## src/rtl/muldiv_sequencer.sv

```systemverilog
// M-extension sequencer: issues MUL*/DIV*/REM* ops to external units,
// short-circuits special divides and returns a tagged result.
module muldiv_sequencer (
    input  logic        clk,
    input  logic        rst,
    input  logic        req_valid,
    output logic        req_ready,
    input  logic [2:0]  req_funct3,
    input  logic [31:0] req_rs1,
    input  logic [31:0] req_rs2,
    input  logic [4:0]  req_rd,
    input  logic        flush,
    output logic        mul_start,
    output logic [32:0] mul_a,
    output logic [32:0] mul_b,
    input  logic        mul_done,
    input  logic [65:0] mul_product,
    output logic        div_start,
    output logic        div_signed,
    output logic [31:0] div_dividend,
    output logic [31:0] div_divisor,
    input  logic        div_done,
    input  logic [31:0] div_quotient,
    input  logic [31:0] div_remainder,
    output logic        resp_valid,
    input  logic        resp_ready,
    output logic [31:0] resp_data,
    output logic [4:0]  resp_rd,
    output logic        busy
);

    typedef enum logic [2:0] {
        IDLE, MUL_WAIT, DIV_WAIT, RESP, DRAIN
    } state_t;

    state_t      state, state_nx;
    logic [2:0]  f3;
    logic [31:0] rs1, rs2;
    logic [4:0]  rd;
    logic [31:0] data;
    logic        first;
    logic        accept, div_zero, div_ovf, special, cap;
    logic [31:0] special_data, mul_res, div_res;
    logic        prod_unused;

    assign prod_unused = ^mul_product[65:64];

    assign accept = req_valid & req_ready;

    assign div_zero = (req_rs2 == 32'd0);
    assign div_ovf  = ~req_funct3[0] &
                      (req_rs1 == 32'h8000_0000) &
                      (req_rs2 == 32'hFFFF_FFFF);
    assign special  = req_funct3[2] & (div_zero | div_ovf);

    // REM/REMU pick the remainder, DIV/DIVU the quotient
    always_comb begin
        special_data = 32'd0;
        if (req_funct3[1])
            special_data = div_zero ? req_rs1 : 32'd0;
        else
            special_data = div_zero ? 32'hFFFF_FFFF : 32'h8000_0000;
    end

    assign mul_res = (f3[1:0] == 2'b00) ? mul_product[31:0]
                                        : mul_product[63:32];
    assign div_res = f3[1] ? div_remainder : div_quotient;

    assign mul_a = (f3[1:0] == 2'b11) ? {1'b0, rs1} : {rs1[31], rs1};
    assign mul_b = f3[1] ? {1'b0, rs2} : {rs2[31], rs2};

    assign div_signed   = f3[2] & ~f3[0];
    assign div_dividend = rs1;
    assign div_divisor  = rs2;

    assign req_ready  = (state == IDLE) & ~flush;
    assign busy       = (state != IDLE);
    assign mul_start  = (state == MUL_WAIT) & first;
    assign div_start  = (state == DIV_WAIT) & first;
    assign resp_valid = (state == RESP);
    assign resp_data  = data;
    assign resp_rd    = rd;

    always_comb begin
        state_nx = state;
        cap      = 1'b0;
        unique case (state)
            IDLE: begin
                if (accept) begin
                    if (!req_funct3[2])
                        state_nx = MUL_WAIT;
                    else if (special)
                        state_nx = RESP;
                    else
                        state_nx = DIV_WAIT;
                end
            end
            MUL_WAIT: begin
                if (mul_done) begin
                    state_nx = flush ? IDLE : RESP;
                    cap      = ~flush;
                end else if (flush) begin
                    state_nx = DRAIN;
                end
            end
            DIV_WAIT: begin
                if (div_done) begin
                    state_nx = flush ? IDLE : RESP;
                    cap      = ~flush;
                end else if (flush) begin
                    state_nx = DRAIN;
                end
            end
            RESP: begin
                if (flush || resp_ready)
                    state_nx = IDLE;
            end
            DRAIN: begin
                if (f3[2] ? div_done : mul_done)
                    state_nx = IDLE;
            end
            default: state_nx = IDLE;
        endcase
    end

    always_ff @(posedge clk) begin
        if (rst) begin
            state <= IDLE;
            f3    <= 3'd0;
            rs1   <= 32'd0;
            rs2   <= 32'd0;
            rd    <= 5'd0;
            data  <= 32'd0;
            first <= 1'b0;
        end else begin
            state <= state_nx;
            first <= accept & ~special;
            if (accept) begin
                f3  <= req_funct3;
                rs1 <= req_rs1;
                rs2 <= req_rs2;
                rd  <= req_rd;
                if (special)
                    data <= special_data;
            end
            if (cap)
                data <= f3[2] ? div_res : mul_res;
        end
    end

endmodule

```

## config.mk

```make
export PLATFORM = sky130hd
export DESIGN_NAME = muldiv_sequencer
export DESIGN_NICKNAME = d
export VERILOG_FILES = /design/src/rtl/muldiv_sequencer.sv
export SDC_FILE = /design/constraint.sdc
export NUM_CORES = 1
export LEC_CHECK = 0
export ABC_CLOCK_PERIOD_IN_PS = 5600
export BUFFER_PORTS_ARGS = -buffer_cell sky130_fd_sc_hd__buf_2
export CAP_MARGIN = 15
export CORE_AREA = 10 10 141 143
export DETAILED_ROUTE_END_ITERATION = 7
export DIE_AREA = 0 0 151 153
export PLACE_DENSITY = 0.74
export SYNTH_ARGS = -nofsm -noshare
export SYNTH_HDL_FRONTEND = slang
export SYNTH_SLANG_ARGS = --single-unit
```

## constraint.sdc

```tcl
create_clock -name clk -period 5.6 [get_ports clk]
set_input_delay 0.28 -clock clk [delete_from_list [all_inputs] [get_ports clk]]
set_output_delay 0.28 -clock clk [all_outputs]
set_load 0.02 [all_outputs]
```

**After elaboration in Yosys (flattened, before gate mapping)**

Index checks and enable logic that the tools add are counted.

- Output and inout port bits: 173
- Bits of input ports: 209
- Register bits after elaboration: 108

- Bitwise operators: 14
- Reductions and logical operators: 9
- Muxes and demuxes: 25
- Equal/unequal tests: 10

Operators with widths:

| operator | number |
|---|---|
| two-way mux 32 bit | 8 |
| two-way mux 33 bit | 2 |
| equality test 32 bit, second input constant | 2 |
| zero test 32 bit | 1 |
| two-way mux 31 bit | 1 |
| two-way mux 3 bit | 6 |
| one-hot mux 3 bit (5 select lines) | 1 |
| AND 1 bit | 9 |
| equality test 3 x 2 -> 1 bit, second input constant | 2 |
| two-way mux 1 bit | 4 |
| two-way mux 2 bit | 2 |
| != test 2 bit, second input constant | 2 |
| inverter 1 bit | 4 |
| nonzero test 2 bit | 2 |
| equality test 3 x 1 -> 1 bit, second input constant | 1 |
| equality test 3 bit, second input constant | 1 |
| zero test 3 bit | 1 |
| AND reduction 3 bit | 1 |
| nonzero test 3 bit | 1 |
| equality test 2 bit, second input constant | 1 |
| zero test 2 bit | 1 |
| != test 2 x 1 -> 1 bit, second input constant | 1 |
| one-hot mux 1 bit (2 select lines) | 1 |
| AND reduction 2 bit | 1 |
| other kinds (2) | 2 |

**Longest topological paths before layout**

- Depth after elaboration: 9
- Mapped depth: 7
- Depth with buffers taken out: 5

**Least setup slack after synthesis**

Ideal clock, no wire load.

- Path type: register to register
- Start point: register state[0]
- End point: register data[23] (netlist: resp_data[23])
- Data arrival time: 1.819 ns
- Data required time: 5.468 ns
- Cell stages (with the launch flop): 8
- Setup slack: 3.648 ns
- Buffers on the path: 2
- Setup time: 0.132 ns
- Path through: dfxtp_1 > nand2b_1 > or4_1 > or4_1 > clkbuf_1 > buf_2 > o2111ai_1 > a31oi_1

- Word-level cells in the longest chain between the ends: 5
- Elaborated cells on any way between the ends: 10

RTL lines:

| what | line | text |
|---|---|---|
| start, declared | 36 | `state_t state, state_nx;` |
| start signal, assigned | 136 | `state <= state_nx;` |
| zero test 3 bit | 76 | `assign req_ready = (state == IDLE) & ~flush;` |
| AND 1 bit | 76 |  |
| AND 1 bit | 48 | `assign accept = req_valid & req_ready;` |
| nonzero test 2 bit (no line) | -- |  |
| AND reduction 2 bit (no line) | -- |  |
| end signal, assigned | 144 | `data <= special_data;` |
| end signal, assigned | 147 | `data <= f3[2] ? div_res : mul_res;` |
| end, declared | 40 | `logic [31:0] data;` |

Parallel ways exist; a longest one is shown, timed or not.
A chain may end at the register's enable or synchronous reset.

**Final worst setup path**

- Start point: register state[0]
- End point: register data[13] (netlist: resp_data[13])

The elaborated chain is that of the path after synthesis.

==> results.json <==
{
  "cts_setup_buffers": 0,
  "antenna_found_initial": 1,
  "layout-drive-gt1-share_pct": 43.3,
  "place_inst": 1245,
  "clk_path_buf_depth": 2,
  "grt_usage_pct": 21.0,
  "hold_buffers": 0,
  "syn_area_um2": 6060,
  "maxCapViolCount": 0,
  "post_drt_via_cell_ratio": 5.34,
  "dieArea_um2": 23100,
  "synth-simple-area-share_pct": 18.6,
  "p_leak_uw": 0.00353,
  "grt_first_pass_wirelength_mm": 38.2,
  "postRouteAntennaNets": 0,
  "drtPass1Iterations": 5,
  "rsz0062_at_grt": "false",
  "fin_area_um2": 7910,
  "area_growth_pct": 30.6,
  "cp-end-kind": "flip-flop",
  "nets": 1241,
  "fin_cells": 1262,
  "setup_violations": 0,
  "critical_path_class": "flip-flop to flip-flop",
  "io_buffers": 379,
  "synthFlopType": "dfxtp_1",
  "ys_types": 45,
  "dpl-instance-area_um2": 7600,
  "cts_buffers": 9,
  "drtIter0Drc": 648,
  "async_flop_share_pct": 0,
  "gp_congestion": 0.884,
  "synth_top_cell_by_area": "dfxtp_1",
  "grt-ovfl-total": 0,
  "synth_edf_count": 0,
  "num_antenna_cells": 0,
  "synth_seq_cells": 108,
  "clkSinkCount": 108,
  "synthMuxAreaShare_pct": 11.4,
  "insertion_delay_ns": 0.36,
  "min_path_type": "input pin to flip-flop",
  "route.detailed.drc": 0,
  "max_freq_mhz": 319,
  "fin_setup_tns_ns": 0,
  "period_minus_slack_ns": 3.14,
  "worstPathMaxFanout": 74,
  "hold_viol": 0,
  "grt_pass1_vias": 6647,
  "worstMarginPinSlew_ns": 1.12,
  "synth_compound_area_share_pct": 21.9,
  "grt_max_degree": 75,
  "wl_per_cell_um": 20.9,
  "ioPinCount": 382,
  "worstPathArrival_ns": 3.42,
  "synth_top_family_by_area": "compound AO/OA/AOI/OAI gates",
  "synth-xor-area-share_pct": 0,
  "critPathRequiredTime_ns": 5.88,
  "cts_tree": "yes",
  "drv_slew": 0,
  "syn_nets": 970,
  "path_clk_slew_ns": 0.08,
  "mostFrequentLayoutCells": "378 x buf_2, 183 x nand2_1, 106 x dfxtp_1",
  "yosys_warnings": 0,
  "power_density_nw_per_um2": 244,
  "cp-start-kind": "flip-flop",
  "ys_seq_area_share_pct": 35.7,
  "outcome": "finished clean",
  "layout_commonest_cell": "buf_2",
  "placement_rows": 48,
  "synth_top_area_share_pct": 35.7,
  "die_h_um": 153,
  "fillCellCount": 1711,
  "coreArea_um2": 17100,
  "totalWireLength_mm": 26.3,
  "root_buffer": "clkbuf_16",
  "finalCritPeriodShare_pct": 56.0,
  "synth_fa_ha_area_share_pct": 0,
  "register_area_um2": 2160,
  "multi_input_area_um2": 3160,
  "slew_headroom_pct": 25.3,
  "ir_drop_v": 0.000138,
  "post-dp-hpwl_mm": 19.9,
  "initial_core_util_pct": 35.5,
  "cts_resized": 0,
  "synthCells": 761,
  "holdWs_ns": 0.159,
  "skew_ns": 0.0101,
  "htree_num_levels": 3,
  "synth.top_cells.by_area": "dfxtp_1 36%, nand2_1 11%, buf_4 7.9%",
  "vias": 6739,
  "avgSynthCellArea_um2": 7.96,
  "die_x_um": 151
}
[critical path, stage by stage, from the launching register on]
cell,delay [ns]
dfxtp_1,0.43
nand2b_1,0.26
or4_2,0.54
buf_4,0.39
nor4_4,0.65
buf_4,0.40
o21ai_0,0.14
a31oi_1,0.22
[routing by layer]
metal	vias up	wire length, µm	GRT usage (%)
met2	367	12800	35.7
met3	37	2480	5.23
met1	3105	10400	25.1
li1	3230	-	-
met5	-	0	0
met4	0	572	7.02
[layout make-up]
type | instances | area share, %
multi-input combinational | 520 | 40.0
tap | 225 | 3.56
clock inverter | 5 | 0.443
clock buffer | 11 | 3.19
sequential | 108 | 27.4
inverter | 3 | 0.142
timing repair buffer | 390 | 25.3
[power breakdown]
group	internal, µW	switching (µW)	total [µW]
sequential	806	35.6	842
combinational	175	275	450
clock	328	308	635
total	1310	618	1930
[synth_stat cells, types with 2 or more instances]
cell type and number:
o21ai_1 27, nor2_1 6, buf_2 7, dfxtp_1 108, nor3_1 4, mux2i_1 32, or4bb_1 2, and3b_1 2
nand2b_1 2, clkbuf_1 56, or4_1 5, inv_1 3, buf_1 3, nor4_4 2, a31oi_1 32, o2111ai_1 32
nor4_1 12, nor4bb_1 2, nand4_1 7, buf_4 64, nand4b_1 3, o211ai_1 31, nor3b_1 2, mux2_2 33
a21oi_1 77, nand2_1 183, nor2b_1 2, o21ai_0 5
[cells by family after synthesis]
| group | Yosys count |
|---|---|
| AO/OA/AOI/OAI | 213 |
| buffers and inverters | 133 |
| flip-flops | 108 |
| multiplexers | 65 |
| AND/OR/NAND/NOR | 242 |
[registers in the layout, summed over array words and instances, names as in the netlist]
name and flops:
state 3, div_dividend 32, resp_data 32, div_divisor 32, first 1, f3 3, resp_rd 5
[final timing paths]
| kind | from | end | slack [ns] | cells past startpoint |
|---|---|---|---|---|
| setup / recovery | state[0] | resp_data[13] | 2.46 | 7 |
| hold / removal | req_funct3[0] | f3[0] | 0.16 | 3 |
| setup reg to reg | state[0] | resp_data[13] | 2.46 | 7 |
| hold reg to reg | resp_rd[0] | resp_rd[0] | 0.45 | 2 |
[through the flow]
step	power, µW	setup slack [ns]	utilization, %
after floorplan	1130	3.65	-
after global placement	1300	2.17	44.5
after detailed placement	1310	2.18	44.5
after CTS	1940	2.45	46.2
after global routing	2000	2.22	46.4
final	1930	2.46	46.4
Power figures use the tool's default switching activity.
